===== config.mk =====
export PLATFORM = sky130hd
export DESIGN_NAME = xram_bridge
export DESIGN_NICKNAME = d
export VERILOG_FILES = /design/src/rtl/xram_bridge_pkg.sv /design/src/rtl/xram_bridge_timer.sv /design/src/rtl/xram_bridge.sv
export SDC_FILE = /design/constraint.sdc
export NUM_CORES = 1
export LEC_CHECK = 0
export BUFFER_PORTS_ARGS = -buffer_cell sky130_fd_sc_hd__buf_4
export CORE_ASPECT_RATIO = 1.25
export CORE_UTILIZATION = 45
export CTS_CLUSTER_DIAMETER = 40
export DETAILED_ROUTE_END_ITERATION = 16
export PLACE_DENSITY_LB_ADDON = 0.12
export SETUP_SLACK_MARGIN = 0.1
export SLEW_MARGIN = 20
export SYNTH_ARGS = -nofsm -noshare
export SYNTH_HDL_FRONTEND = slang
export SYNTH_HIERARCHICAL = 1
export SYNTH_SLANG_ARGS = --single-unit

===== constraint.sdc =====
create_clock -name clk -period 2.4 [get_ports clk]
set_input_delay 0.36 -clock clk [delete_from_list [all_inputs] [get_ports clk]]
set_output_delay 0.36 -clock clk [all_outputs]
set_load 0.02 [all_outputs]

===== src/rtl/xram_bridge_pkg.sv =====
// Shared state encoding, default address map and decode helper for the
// MOVX-to-DRAM/RAB bridge.
package xram_bridge_pkg;

   typedef enum logic [1:0] {
      ST_IDLE = 2'd0,
      ST_DRD  = 2'd1,
      ST_RAB  = 2'd2,
      ST_DONE = 2'd3
   } state_t;

   localparam int unsigned XB_DRAM_ADDR_WIDTH = 12;
   localparam logic [15:0] XB_DRAM_BASE       = 16'h0000;
   localparam int unsigned XB_RAB_ADDR_WIDTH  = 9;
   localparam logic [15:0] XB_REG_BASE        = 16'hFE00;
   localparam int unsigned XB_DRAM_RD_LAT     = 1;
   localparam int unsigned XB_RAB_TIMEOUT     = 64;
   localparam logic [7:0]  XB_ERR_RDATA       = 8'hFF;

   // Windows are aligned to their size, so a hit is "upper bits equal".
   function automatic logic in_window(input logic [15:0] addr,
                                      input logic [15:0] base,
                                      input int unsigned width);
      return ((addr ^ base) >> width) == 16'h0000;
   endfunction

endpackage


===== src/rtl/xram_bridge_timer.sv =====
// Loadable saturating down-counter with a zero flag; times both the DRAM
// read latency and the RAB ack timeout.
module xram_bridge_timer
   import xram_bridge_pkg::*;
#(
   parameter int unsigned W = 8
) (
   input  logic         clk,
   input  logic         rst,
   input  logic         load_i,
   input  logic [W-1:0] load_val_i,
   input  logic         dec_i,
   output logic         zero_o
);

   logic [W-1:0] count_q;
   logic [W-1:0] count_d;

   // Next count: load wins over decrement, decrement stops at zero.
   always_comb begin
      count_d = count_q;
      if (load_i) begin
         count_d = load_val_i;
      end else if (dec_i && (count_q != W'(0))) begin
         count_d = count_q - W'(1);
      end else begin
         count_d = count_q;
      end
   end

   // Count register.
   always_ff @(posedge clk or negedge rst) begin
      if (!rst) begin
         count_q <= W'(0);
      end else begin
         count_q <= count_d;
      end
   end

   assign zero_o = (count_q == W'(0));

endmodule


===== src/rtl/xram_bridge.sv =====
// MOVX bridge from the MCU core to local DRAM and the arbitrated register
// access bus, with wait-state handshake, RAB timeout and sticky bus error.
module xram_bridge
   import xram_bridge_pkg::*;
#(
   parameter int unsigned DRAM_ADDR_WIDTH = XB_DRAM_ADDR_WIDTH,
   parameter logic [15:0] DRAM_BASE       = XB_DRAM_BASE,
   parameter int unsigned RAB_ADDR_WIDTH  = XB_RAB_ADDR_WIDTH,
   parameter logic [15:0] REG_BASE        = XB_REG_BASE,
   parameter int unsigned DRAM_RD_LAT     = XB_DRAM_RD_LAT,
   parameter int unsigned RAB_TIMEOUT     = XB_RAB_TIMEOUT
) (
   input  logic                       clk,
   input  logic                       rst,
   input  logic [15:0]                memaddr,
   input  logic                       memwr,
   input  logic                       memrd,
   input  logic [7:0]                 xram_wdata,
   output logic [7:0]                 xram_rdata,
   output logic                       mem_wait,
   output logic                       bus_err,
   input  logic                       bus_err_clr,
   input  logic [7:0]                 dram_rdata,
   output logic [7:0]                 dram_wdata,
   output logic [DRAM_ADDR_WIDTH-1:0] dram_addr,
   output logic                       dram_wr,
   output logic                       dram_rd,
   input  logic                       mcu_rab_ack,
   input  logic [7:0]                 mcu_rab_rdata,
   output logic [7:0]                 mcu_rab_wdata,
   output logic [RAB_ADDR_WIDTH-1:0]  mcu_rab_addr,
   output logic                       mcu_rab_write,
   output logic                       mcu_rab_read
);

   localparam logic [7:0] LAT_LOAD = 8'(DRAM_RD_LAT - 1);
   localparam logic [7:0] TMO_LOAD = 8'(RAB_TIMEOUT - 1);

   state_t                      state_q, state_d;
   logic [7:0]                  rdata_q, rdata_d;
   logic                        err_q, err_d;
   logic [RAB_ADDR_WIDTH-1:0]   rab_addr_q, rab_addr_d;
   logic [7:0]                  rab_wdata_q, rab_wdata_d;
   logic                        rab_rd_q, rab_rd_d;
   logic                        rab_wr_q, rab_wr_d;
   logic [DRAM_ADDR_WIDTH-1:0]  dram_addr_q, dram_addr_d;

   logic       req_s;
   logic       dram_hit_s;
   logic       reg_hit_s;
   logic       err_set_s;
   logic       wait_s;
   logic       dram_wr_s;
   logic       dram_rd_s;
   logic       tmr_load_s;
   logic [7:0] tmr_val_s;
   logic       tmr_dec_s;
   logic       tmr_zero_s;

   assign req_s      = memrd | memwr;
   assign dram_hit_s = in_window(memaddr, DRAM_BASE, DRAM_ADDR_WIDTH);
   assign reg_hit_s  = in_window(memaddr, REG_BASE, RAB_ADDR_WIDTH);

   xram_bridge_timer #(.W(8)) u_timer (
      .clk        (clk),
      .rst        (rst),
      .load_i     (tmr_load_s),
      .load_val_i (tmr_val_s),
      .dec_i      (tmr_dec_s),
      .zero_o     (tmr_zero_s)
   );

   // Next-state, capture and strobe decode; simultaneous rd+wr is a write.
   always_comb begin
      state_d     = state_q;
      rdata_d     = rdata_q;
      rab_addr_d  = rab_addr_q;
      rab_wdata_d = rab_wdata_q;
      rab_rd_d    = rab_rd_q;
      rab_wr_d    = rab_wr_q;
      dram_addr_d = dram_addr_q;
      err_set_s   = 1'b0;
      wait_s      = 1'b0;
      dram_wr_s   = 1'b0;
      dram_rd_s   = 1'b0;
      tmr_load_s  = 1'b0;
      tmr_val_s   = 8'h00;
      tmr_dec_s   = 1'b0;
      case (state_q)
         ST_IDLE: begin
            if (req_s) begin
               err_set_s = memrd & memwr;
               if (dram_hit_s) begin
                  dram_addr_d = memaddr[DRAM_ADDR_WIDTH-1:0];
                  if (memwr) begin
                     dram_wr_s = 1'b1;
                  end else begin
                     dram_rd_s  = 1'b1;
                     wait_s     = 1'b1;
                     tmr_load_s = 1'b1;
                     tmr_val_s  = LAT_LOAD;
                     state_d    = ST_DRD;
                  end
               end else if (reg_hit_s) begin
                  rab_addr_d  = memaddr[RAB_ADDR_WIDTH-1:0];
                  rab_wdata_d = xram_wdata;
                  rab_wr_d    = memwr;
                  rab_rd_d    = ~memwr;
                  wait_s      = 1'b1;
                  tmr_load_s  = 1'b1;
                  tmr_val_s   = TMO_LOAD;
                  state_d     = ST_RAB;
               end else begin
                  err_set_s = 1'b1;
                  if (!memwr) begin
                     rdata_d = XB_ERR_RDATA;
                     wait_s  = 1'b1;
                  end else begin
                     rdata_d = rdata_q;
                  end
               end
            end else begin
               state_d = ST_IDLE;
            end
         end
         ST_DRD: begin
            wait_s    = 1'b1;
            tmr_dec_s = 1'b1;
            err_set_s = req_s;
            if (tmr_zero_s) begin
               rdata_d = dram_rdata;
               state_d = ST_IDLE;
            end else begin
               state_d = ST_DRD;
            end
         end
         ST_RAB: begin
            wait_s    = 1'b1;
            err_set_s = req_s;
            // An ack arriving together with the timeout still completes cleanly.
            if (mcu_rab_ack) begin
               if (rab_rd_q) begin
                  rdata_d = mcu_rab_rdata;
               end else begin
                  rdata_d = rdata_q;
               end
               rab_rd_d = 1'b0;
               rab_wr_d = 1'b0;
               state_d  = ST_DONE;
            end else if (tmr_zero_s) begin
               if (rab_rd_q) begin
                  rdata_d = XB_ERR_RDATA;
               end else begin
                  rdata_d = rdata_q;
               end
               rab_rd_d  = 1'b0;
               rab_wr_d  = 1'b0;
               err_set_s = 1'b1;
               state_d   = ST_DONE;
            end else begin
               tmr_dec_s = 1'b1;
            end
         end
         ST_DONE: begin
            err_set_s = req_s;
            state_d   = ST_IDLE;
         end
         default: begin
            state_d = ST_IDLE;
         end
      endcase
      err_d = err_set_s | (err_q & ~bus_err_clr);
   end

   // Bridge state and latched transaction registers.
   always_ff @(posedge clk or negedge rst) begin
      if (!rst) begin
         state_q     <= ST_IDLE;
         rdata_q     <= 8'h00;
         err_q       <= 1'b0;
         rab_addr_q  <= '0;
         rab_wdata_q <= 8'h00;
         rab_rd_q    <= 1'b0;
         rab_wr_q    <= 1'b0;
         dram_addr_q <= '0;
      end else begin
         state_q     <= state_d;
         rdata_q     <= rdata_d;
         err_q       <= err_d;
         rab_addr_q  <= rab_addr_d;
         rab_wdata_q <= rab_wdata_d;
         rab_rd_q    <= rab_rd_d;
         rab_wr_q    <= rab_wr_d;
         dram_addr_q <= dram_addr_d;
      end
   end

   assign xram_rdata    = rdata_q;
   assign mem_wait      = wait_s;
   assign bus_err       = err_q;
   assign dram_wdata    = xram_wdata;
   assign dram_addr     = (state_q == ST_IDLE) ? memaddr[DRAM_ADDR_WIDTH-1:0] : dram_addr_q;
   assign dram_wr       = dram_wr_s;
   assign dram_rd       = dram_rd_s;
   assign mcu_rab_wdata = rab_wdata_q;
   assign mcu_rab_addr  = rab_addr_q;
   assign mcu_rab_write = rab_wr_q;
   assign mcu_rab_read  = rab_rd_q;

endmodule


-- After elaboration in Yosys (flattened, before gate mapping)
Cells that the tools add are included.
- div/mod/pow operators: 0
- $mul: 0
- magnitude comparators: 0
- mux-type cells: 60
- shift operators: 0
- bitwise operators: 8
- reductions and logical operators: 16
- add/subtract/negate cells: 1
- equal/unequal tests: 13
- operators with widths (kind ; number):
    8-bit 2-to-1 mux ; 11
    16-bit zero test ; 2
    1-bit 2-to-1 mux ; 31
    6-bit 2-to-1 mux ; 4
    8-bit case mux with 3 select lines ; 1
    2-bit inequality test (second input constant) ; 7
    12-bit 2-to-1 mux ; 1
    2-bit 2-to-1 mux ; 6
    8-bit zero test ; 1
    4-bit inequality test (second input constant) ; 2
    1-bit case mux with 2 select lines ; 4
    2-bit case mux with 4 select lines ; 1
    8-bit AND reduction ; 1
    8-bit nonzero test ; 1
    8-bit by 1-bit subtractor with 8-bit output (second input constant) ; 1
    7-bit inverter ; 1
    3-bit AND reduction ; 2
    5-bit AND reduction ; 1
    2-bit equality test (second input constant) ; 2
    4-bit AND reduction ; 1
    2-bit nonzero test ; 2
    2-bit OR reduction ; 2
    3-bit inequality test (second input constant) ; 1
    1-bit inverter ; 3
    other kinds (7) ; 9
- memories kept: 0
- bits in latches: 0
- output and inout bits: 51
- register bits: 50
- memory bits (read-only): 0
- RAM bits: 0
- logic and storage cells: 107

-- Longest topological paths before layout
Gate-level depths: netlist (run 1).
- depth after elaboration: 7
- mapped depth: 12

-- Modules after synthesis
The synthesis (run 1) kept the hierarchy.
- by module, submodules not included (module ; area an instance (um2) ; instances ; sequential area each (um2) ; cells each):
    xram_bridge ; 2197.1 ; 1 ; 1051.0 ; 251
    xram_bridge_timer ; 535.5 ; 1 ; 200.2 ; 62

-- Worst setup path before layout (run 1)
Ideal clock, no wire load.
- path type: register to register
- from: reg u_timer.count_q[0]
- to: reg u_timer.count_q[5]
- arrival: 2.497 ns
- cell stages (with the launch flop): 10
- path slack: -0.179 ns
- data required time: 2.318 ns
- path through: dfrtp_1 inv_1 ha_1 or4b_1 nor2_1 nor3b_1 o21a_1 or3b_1 or4_1 a31oi_1
- cells in the longest elaborated chain, start to end: 6
- RTL lines (element ; line ; source):
    start: declaration ; xram_bridge_timer.sv:16 ; logic [W-1:0] count_q;
    start signal: assignment ; xram_bridge_timer.sv:36 ; count_q <= count_d;
    8-bit zero test ; xram_bridge_timer.sv:40 ; assign zero_o = (count_q == W'(0));
    via tmr_zero_s ; xram_bridge.sv:58 ; logic tmr_zero_s;
    1-bit 2-to-1 mux ; xram_bridge.sv:150 ; end else if (tmr_zero_s) begin
    1-bit 2-to-1 mux ; xram_bridge.sv:141 ; if (mcu_rab_ack) begin
    1-bit case mux with 2 select lines ; xram_bridge.sv:89 ; case (state_q)
    via tmr_dec_s ; xram_bridge.sv:57 ; logic tmr_dec_s;
    1-bit logical AND ; xram_bridge_timer.sv:24 ; end else if (dec_i && (count_q != W'(0))) begin
    2-bit nonzero test (no source line) ; n/a ;
The timed path passes the listed nets, and every way through them passes these cells. The select of a mux whose other input is x is not followed.
A chain may end at the register's enable or synchronous reset.

-- Worst setup path in the final report (run 1)
- from: reg u_timer.count_q[1]
- to: reg u_timer.count_q[5]
Same word-level chain as after synthesis.

==> results.toml, run 1 <==
[worst_setup_path]
r2r_slack_ns = 0.13
cp_cell_sequence = "inv_2, ha_4, or4b_4, nor2_4, nor3b_2, o21a_1, or3b_4, or4_1, a31oi_1"
critPathCaptureType = "register"
critPathSlowestCell = "or3b_4"
r2r_end = "u_timer/count_q[5]$_DFFE_PN0P_"
critPathMaxStageDelay_ns = 0.40
critPathTopFamily = "simple AND/OR/NAND/NOR gates"
start_kind = "register"
crit_fanout = 4
critPathRequiredTime_ns = 2.63
path_buf_inv = 1
crit_arrival_ns = 2.49
timing.rr.start = "u_timer/count_q[1]$_DFFE_PN0P_"
crit_type = "reg -> reg"
ff2ff_path_depth = 9

[floorplan]
core_area_um2 = 5820
dieWidth_um = 71.7
die-area_um2 = 6390
pin_count = 97
rows = 31
die_height_um = 89.1
start_util_pct = 47.0

[synth]
synth.avg_cell_area_um2 = 8.73
synth_xor_xnor_area_share_pct = 0
synth_top_family_by_area = "simple AND/OR/NAND/NOR gates"
yosys_warnings = 6
yosys.area_share.simple_pct = 22.5
yosysSeqAreaShare_pct = 45.8
synth-seq-cells = 50
synth_compound_area_share_pct = 14.3
synth_fa_ha_area_share_pct = 3.21
synth_flop_cell = "dfrtp_1"
synth.cell_area_um2 = 2730
synth_mux_area_share_pct = 6.27
synth_cell_types = 51
synth_edf_count = 0
syn_inst = 313
synthArstFlopShare_pct = 100

[place]
place_congestion = 0.861
placed_area_um2 = 3540
dp_hpwl_um = 4880
numPortBuffers = 96
pre_cts_slack_ns = 0.0224

[pwr]
p_switching_w = 0.000832
p_leak_nw = 1.96
internal_power_w = 0.00170
worst_ir_drop_vdd_mv = 0.346
comb_power_share_pct = 31.9
clock_power_share_pct = 25.3
switching_share_pct = 32.9
p_seq_share_pct = 42.9
p_per_area_nw_per_um2 = 674

[layout]
fin_area_um2 = 3760
layout_commonest_cell = "buf_4"
utilization_pct = 64.6
nNetsFinal = 468
antenna_cells = 0
syn_to_final_growth_pct = 37.6
drive_gt1_share_pct = 38.2
final_cell_mix = "buf_4, nand2_1, dfrtp_1"
fillCellCount = 496

[timing]
setup_viol = 0
finClkSkew_ns = 0.0109
fin_crit_sh_pct = 94.4
worst_pin_slew_ns = 0.659
timing.fmax_ghz = 0.441
fin_ws_ns = 0.135
whs_ns = 0.0609
rsz0062_at_grt = "yes"
slew_headroom_pct = 55.5
hold_viol_final = 0
min_period_ns = 2.27
report.final.slew_viol_count = 0

[global_route]
grt_first_pass_wirelength_um = 11000
antenna_found_initial = 0
grt_use_total_pct = 22.0
grt_pass1_vias = 2371
grt_max_degree = 51
grt.overflow.total = 0

[flow_run]
cap_violations = 0

[drt]
dr.pass1.iters = 4
viasPerCell = 5.27
wirelength_um = 6990
ant_nets = 0
drt-initial-drc-count = 147
drc_errors = 0
wl_per_cell_um = 14.5
vias = 2542

[clocking]
clk_pin_slew_ns = 0.10
numClockSinks = 50
cts_made_buffers = 5
cts_max_path_buffers = 2
hold_buffers = 0
h-tree-depth = 2
cts-root-buf = "clkbuf_8"
cts_tree = "built"
clock_latency_ns = 0.31

[run_status]
status = "finished, final reports clean"

[worst_hold_path]
worstHoldPathType = "in -> async"
cell families after synthesis:
logic type	Yosys count
AOI/OAI and AO/OA	56
adders and majority gates	7
and+or+nand+nor	141
muxes	15
buffers and inverters	43
DFF	50
other	1
sequential cells by signal, indices dropped and copies added (netlist names):
signal and count:
mcu_rab_read 1, bus_err 1, state_q 2, dram_addr_q 12
xram_rdata 8, u_timer/count_q 8, mcu_rab_wdata 8, mcu_rab_addr 9
mcu_rab_write 1
power by group through the flow:
| stage | Sequential [W] | Clock (W) | Combinational [W] |
|---|---|---|---|
| 5_1_grt | 0.00110 | 0.000686 | 0.000890 |
| 3_5_place_dp | 0.00110 | 0 | 0.000752 |
| 3_3_place_gp | 0.00110 | 0 | 0.000737 |
| 4_1_cts | 0.00108 | 0.000649 | 0.000798 |
| 6_report | 0.00109 | 0.000640 | 0.000808 |
| 2_1_floorplan | 0.00114 | 0 | 0.000391 |
area by class of cell:
cell class	instances	area (um^2)	area share (%)
tap	66	82.6	2.20
clock inverter	2	38.8	1.03
timing repair buffer	118	886	23.6
clock buffer	6	82.6	2.20
multi-input combinational	221	1350	35.8
sequential	50	1250	33.3
inverter	19	71.3	1.90
per-stage QoR:
stage / TNS (ns) / power, W / instances
final: 0 / 0.00253 / 482
after detailed placement: 0 / 0.00185 / 467
after global routing: -0.00533 / 0.00268 / 482
after global placement: 0 / 0.00183 / 467
after floorplan: 0 / 0.00154 / 314
after CTS: 0 / 0.00253 / 481
worst reg2reg max path, stage by stage, from the launching register on:
cell	delay, ns
dfrtp_1	0.39
inv_2	0.07
ha_4	0.17
or4b_4	0.22
nor2_4	0.04
nor3b_2	0.18
o21a_1	0.16
or3b_4	0.40
or4_1	0.40
a31oi_1	0.17
synthesized netlist by cell type, types with 3 or more instances:
cell | instances | area (um^2)
a21oi_1 | 5 | 25.0
buf_4 | 10 | 75.1
a32oi_1 | 8 | 70.1
nand2_1 | 101 | 379
dfrtp_1 | 50 | 1250
nor3b_1 | 3 | 22.5
nand3_1 | 3 | 15.0
nor2_1 | 12 | 45.0
inv_1 | 18 | 67.6
a31oi_1 | 4 | 25.0
nand4_1 | 4 | 25.0
buf_2 | 5 | 25.0
clkbuf_1 | 8 | 30.0
nor2b_1 | 3 | 18.8
o21ai_0 | 15 | 75.1
ha_1 | 7 | 87.6
mux2_2 | 13 | 146
how the worst max path moves through the flow:
stage | from | endpoint | cells after the start
after floorplan | u_timer/count_q[0]$_DFFE_PN0P_ | u_timer/count_q[5]$_DFFE_PN0P_ | 9
after global placement | u_timer/count_q[1]$_DFFE_PN0P_ | xram_rdata[4]$_DFFE_PN0P_ | 8
after detailed placement | u_timer/count_q[1]$_DFFE_PN0P_ | xram_rdata[1]$_DFFE_PN0P_ | 8
after CTS | state_q[1]$_DFFE_PN0P_ | mem_wait | 8
after global routing | u_timer/count_q[1]$_DFFE_PN0P_ | u_timer/count_q[5]$_DFFE_PN0P_ | 9
final | u_timer/count_q[1]$_DFFE_PN0P_ | u_timer/count_q[5]$_DFFE_PN0P_ | 9
what timing repair did:
action | in CTS | in global routing
setup buffers | 6 | 1
endpoints found under the setup margin | 11 | 17
gates cloned | 0 | 0
resized for setup | 9 | 3
pin swaps | 5 | 5
per-layer routing:
metal | track usage [%] | share of wire [%]
met1 | 28.8 | 44
met5 | 0 | 0
met3 | 3.16 | 4.2
met2 | 37.4 | 50
met4 | 7.66 | 1.5
Power figures use the tool's default switching activity.
==> run 2, diff against run 1 <==
--- a/config.mk
+++ b/config.mk
@@ -7,6 +7,7 @@
 export LEC_CHECK = 0
 export BUFFER_PORTS_ARGS = -buffer_cell sky130_fd_sc_hd__buf_4
 export CORE_ASPECT_RATIO = 1.25
+export CORE_MARGIN = 3
 export CORE_UTILIZATION = 45
 export CTS_CLUSTER_DIAMETER = 40
 export DETAILED_ROUTE_END_ITERATION = 16
==> run 2 against run 1 <==
  * Flip-flop and latch count unchanged
  * First-iteration DRC count down 24%
  * Non-clock buffer count up 6
  * Critical path type unchanged
  * Highest routed layer unchanged
==> results.toml, run 2 (same netlist as run 1, synthesis figures left out) <==
[timing]
slew_headroom_pct = 52.8
setup_viol = 0
worst_pin_slew_ns = 0.703
min_period_ns = 2.29
rsz0062_at_grt = "yes"
hold_viol_final = 0
fin_setup_tns_ns = 0
fin_crit_sh_pct = 95.5
finClkSkew_ns = 0.00621
report.final.slew_viol_count = 0
timing.fmax_ghz = 0.436

[floorplan]
die_height_um = 93.1
rows = 31
start_util_pct = 46.7
pin_count = 97
dieWidth_um = 75.7
die-area_um2 = 7050
core_area_um2 = 5860

[layout]
instances_no_fill = 503
regMostFlops = "dram_addr_q"
nNetsFinal = 474
layout_commonest_cell = "buf_4"
fin_area_um2 = 3780
largest_reg_flops = 12
final_cell_mix = "buf_4, nand2_1, dfrtp_1"
antenna_cells = 0
syn_to_final_growth_pct = 38.4
drive_gt1_share_pct = 39.0

[pwr]
p_switching_w = 0.000824
p_per_area_nw_per_um2 = 636
internal_power_w = 0.00158
p_seq_share_pct = 45.0
switching_share_pct = 34.3
worst_ir_drop_vdd_mv = 0.350
comb_power_share_pct = 35.0
p_leak_nw = 1.97
clock_power_share_pct = 20.0

[run_status]
status = "finished, final reports clean"

[clocking]
hold_buffers = 0
cts_made_buffers = 5
cts_max_path_buffers = 2
cts-root-buf = "clkbuf_8"
numClockSinks = 50
h-tree-depth = 2
cts_tree = "built"
clock_latency_ns = 0.30
clk_pin_slew_ns = 0.09

[worst_setup_path]
start_kind = "register"
critPathRequiredTime_ns = 2.62
crit_type = "reg -> reg"
critPathCaptureType = "register"
crit_arrival_ns = 2.52
crit_fanout = 4

[drt]
wirelength_um = 7220
wl_per_cell_um = 14.4
drc_errors = 0
viasPerCell = 5.21
dr.pass1.iters = 6
ant_nets = 0
vias = 2623
drt-initial-drc-count = 112

[global_route]
grt_use_total_pct = 20.7
antenna_found_initial = 0
grt_pass1_vias = 2530
grt_first_pass_wirelength_um = 11600
grt.overflow.total = 0
grt_max_degree = 51

[place]
place_congestion = 0.799
dp_hpwl_um = 5070
numPortBuffers = 96
place_inst = 482
placed_area_um2 = 3550

[flow_run]
cap_violations = 0

[worst_hold_path]
worstHoldPathType = "in -> async"
[run 2: what timing repair did]
item,4_1_cts,5_1_grt
pin swaps,5,7
endpoints found under the setup margin,11,14
gates resized for setup,9,3
gates cloned,0,0
setup buffers,7,7
[run 2: cell type report]
cell class,count,area [um^2]
clock buffer,6,72.6
clock inverter,1,7.51
fill,492,2080
inverter,19,71.3
multi-input combinational,221,1350
sequential,50,1250
tap,82,103
timing repair buffer,124,931
[run 2: stage by stage]
step	setup WS [ns]	power [W]	util, %	hold slack (ns)
2_1_floorplan	0.00691	0.00154	-	0.0644
3_3_place_gp	0.127	0.00183	60.7	0.430
3_5_place_dp	0.0211	0.00185	60.7	0.436
4_1_cts	0.0577	0.00236	63.4	0.106
5_1_grt	0.0186	0.00255	64.6	0.116
6_report	0.108	0.00241	64.6	0.0714
[run 2: power groups by stage]
stage               sequential, W  combinational, W  clock (W)
floorplan                 0.00114          0.000391          0
global placement          0.00110          0.000735          0
detailed placement        0.00110          0.000747          0
CTS                       0.00108          0.000791   0.000492
global route              0.00110          0.000926   0.000523
finish                    0.00108          0.000843   0.000480
[run 2: routing by layer]
| metal | up-vias | GRT usage, % | wire length, um |
|---|---|---|---|
| li1 | 1270 | - | - |
| met1 | 1254 | 26.4 | 3050 |
| met2 | 88 | 34.3 | 3600 |
| met3 | 11 | 5.27 | 481 |
| met4 | 0 | 5.69 | 98 |
| met5 | - | 0 | 0 |
[run 2: path summary, 6_finish.rpt]
kind                                                 from                        endpoint  slack, ns  depth (start not counted)
setup / recovery           u_timer/count_q[0]$_DFFE_PN0P_  u_timer/count_q[5]$_DFFE_PN0P_       0.11                          9
hold / removal                                        rst       xram_rdata[6]$_DFFE_PN0P_       0.07                          1
max in group asynchronous                             rst      dram_addr_q[9]$_DFFE_PN0P_       1.91                          1
setup reg to reg           u_timer/count_q[0]$_DFFE_PN0P_  u_timer/count_q[5]$_DFFE_PN0P_       0.11                          9
hold reg to reg                dram_addr_q[9]$_DFFE_PN0P_      dram_addr_q[9]$_DFFE_PN0P_       0.48                          2
min in group clk                            xram_wdata[0]    mcu_rab_wdata[0]$_DFFE_PN0P_       0.25                          3
[run 2: critical path, stage by stage (launching register included)]
cell     delay (ns)
dfrtp_1        0.40
inv_2          0.08
ha_4           0.16
or4b_4         0.22
nor2_4         0.04
nor3b_2        0.17
o21a_1         0.17
or3b_4         0.40
or4_1          0.40
a31oi_1        0.17
==> run 3, diff against run 2 <==
--- a/config.mk
+++ b/config.mk
@@ -11,6 +11,7 @@
 export CORE_UTILIZATION = 45
 export CTS_CLUSTER_DIAMETER = 40
 export DETAILED_ROUTE_END_ITERATION = 16
+export MAX_ROUTING_LAYER = met4
 export PLACE_DENSITY_LB_ADDON = 0.12
 export SETUP_SLACK_MARGIN = 0.1
 export SLEW_MARGIN = 20
==> run 3 against run 2 <==
  * Total power about the same
  * Fmax is 0.23% lower
  * Via count fell by 0.19%
  * Clock skew barely moved
  * First-iteration DRC count increased by 0.89%
  * Core utilization unchanged
  * Clock power about the same
==> results.toml, run 3 (same netlist as run 1, synthesis figures left out) <==
[run_status]
status = "finished, final reports clean"

[timing]
whs_ns = 0.0698
min_period_ns = 2.30
report.final.slew_viol_count = 0
fin_crit_sh_pct = 95.7
slew_headroom_pct = 56.7
fin_setup_tns_ns = 0
timing.fmax_ghz = 0.435
worst_pin_slew_ns = 0.644
rsz0062_at_grt = "yes"
hold_viol_final = 0
setup_viol = 0
finClkSkew_ns = 0.00621

[pwr]
comb_power_share_pct = 35.0
switching_share_pct = 34.3
p_leak_nw = 1.97
worst_ir_drop_vdd_mv = 0.351
internal_power_w = 0.00158
p_switching_w = 0.000825
p_per_area_nw_per_um2 = 637
clock_power_share_pct = 20.0
power.total_w = 0.00241
p_seq_share_pct = 45.0

[floorplan]
rows = 31
die-area_um2 = 7050
core_area_um2 = 5860
start_util_pct = 46.7
die_height_um = 93.1
pin_count = 97
dieWidth_um = 75.7

[drt]
dr.pass1.iters = 6
drc_errors = 0
wl_per_cell_um = 14.4
wirelength_um = 7230
ant_nets = 0
vias = 2618
drt-initial-drc-count = 113
viasPerCell = 5.20

[clocking]
cts-root-buf = "clkbuf_8"
clock_latency_ns = 0.30
cts_made_buffers = 5
numClockSinks = 50
cts_tree = "built"
clk_pin_slew_ns = 0.09
h-tree-depth = 2
hold_buffers = 0
cts_max_path_buffers = 2

[worst_setup_path]
crit_fanout = 4
critPathTopFamily = "simple AND/OR/NAND/NOR gates"
critPathCaptureType = "register"
crit_arrival_ns = 2.52
critPathRequiredTime_ns = 2.62
crit_type = "reg -> reg"
critPathSlowestCell = "dfrtp_1"
start_kind = "register"
critPathMaxStageDelay_ns = 0.40
path_buf_inv = 1
cp_cell_sequence = "inv_2, ha_4, or4b_4, nor2_4, nor3b_2, o21a_1, or3b_4, or4_1, a31oi_1"

[layout]
utilization_pct = 64.6
regMostFlops = "dram_addr_q"
layout_commonest_cell = "buf_4"
antenna_cells = 0
multi_input_area_um2 = 1350
syn_to_final_growth_pct = 38.4
final_cell_mix = "buf_4, nand2_1, dfrtp_1"
fillCellCount = 492
nNetsFinal = 474
largest_reg_flops = 12
drive_gt1_share_pct = 39.0
ff_latch_area_um2 = 1250

[place]
place_congestion = 0.810
numPortBuffers = 96
dp_hpwl_um = 5070

[worst_hold_path]
worstHoldPathType = "in -> async"

[global_route]
grt_first_pass_wirelength_um = 11600
grt_max_degree = 51
grt.overflow.total = 0
grt_use_total_pct = 21.3
grt_pass1_vias = 2528
antenna_found_initial = 0

[flow_run]
cap_violations = 0
-- run 3: final cells by class --
| class | instances | share of cell area (%) |
|---|---|---|
| Clock inverter | 1 | 0.199 |
| Timing Repair Buffer | 124 | 24.6 |
| Tap cell | 82 | 2.71 |
| Multi-Input combinational cell | 221 | 35.6 |
| Sequential cell | 50 | 33.1 |
| Clock buffer | 6 | 1.92 |
| Inverter | 19 | 1.89 |
-- run 3: worst reg2reg max path: stages (launching register included) --
cell and delay [ns]:
dfrtp_1 0.40, inv_2 0.08, ha_4 0.16, or4b_4 0.22, nor2_4 0.04, nor3b_2 0.17, o21a_1 0.17, or3b_4 0.40
or4_1 0.40, a31oi_1 0.17
-- run 3: worst paths after layout --
path	slack [ns]	endpoint	from	cells after the start
worst max-delay path	0.10	u_timer/count_q[5]$_DFFE_PN0P_	u_timer/count_q[0]$_DFFE_PN0P_	9
worst min-delay path	0.07	xram_rdata[6]$_DFFE_PN0P_	rst	1
worst max register to register	0.10	u_timer/count_q[5]$_DFFE_PN0P_	u_timer/count_q[0]$_DFFE_PN0P_	9
worst min register to register	0.48	dram_addr_q[9]$_DFFE_PN0P_	dram_addr_q[9]$_DFFE_PN0P_	2
max in group asynchronous	1.91	dram_addr_q[9]$_DFFE_PN0P_	rst	1
min in group clk	0.25	mcu_rab_wdata[4]$_DFFE_PN0P_	xram_wdata[4]	3
-- run 3: metrics by stage --
stage | instances | setup slack (ns) | instance area [um^2]
after floorplan | 314 | 0.00691 | 2770
after global placement | 482 | 0.127 | 3550
after detailed placement | 482 | 0.0211 | 3550
after CTS | 496 | 0.0577 | 3710
after global routing | 503 | 0.0186 | 3780
final | 503 | 0.103 | 3780
-- run 3: power groups by stage --
| stage | Clock (W) | Sequential (W) | Combinational [W] |
|---|---|---|---|
| 2_1_floorplan | 0 | 0.00114 | 0.000391 |
| 3_3_place_gp | 0 | 0.00110 | 0.000735 |
| 3_5_place_dp | 0 | 0.00110 | 0.000747 |
| 4_1_cts | 0.000492 | 0.00108 | 0.000791 |
| 5_1_grt | 0.000523 | 0.00110 | 0.000926 |
| 6_report | 0.000482 | 0.00108 | 0.000841 |
-- run 3: repair_timing --
item,CTS,global route
resized for setup,9,3
endpoints found under the hold margin,0,0
buffers inserted,7,7
pin swaps,5,7
endpoints found under the setup margin,11,14
-- run 3: metal layers --
layer | routed length, um | vias to the layer above | GRT usage (%)
met5 | 0 | - | -
met4 | 75 | 0 | 5.69
met3 | 468 | 8 | 4.41
met2 | 3610 | 99 | 34.3
met1 | 3080 | 1243 | 27.0
li1 | - | 1268 | -
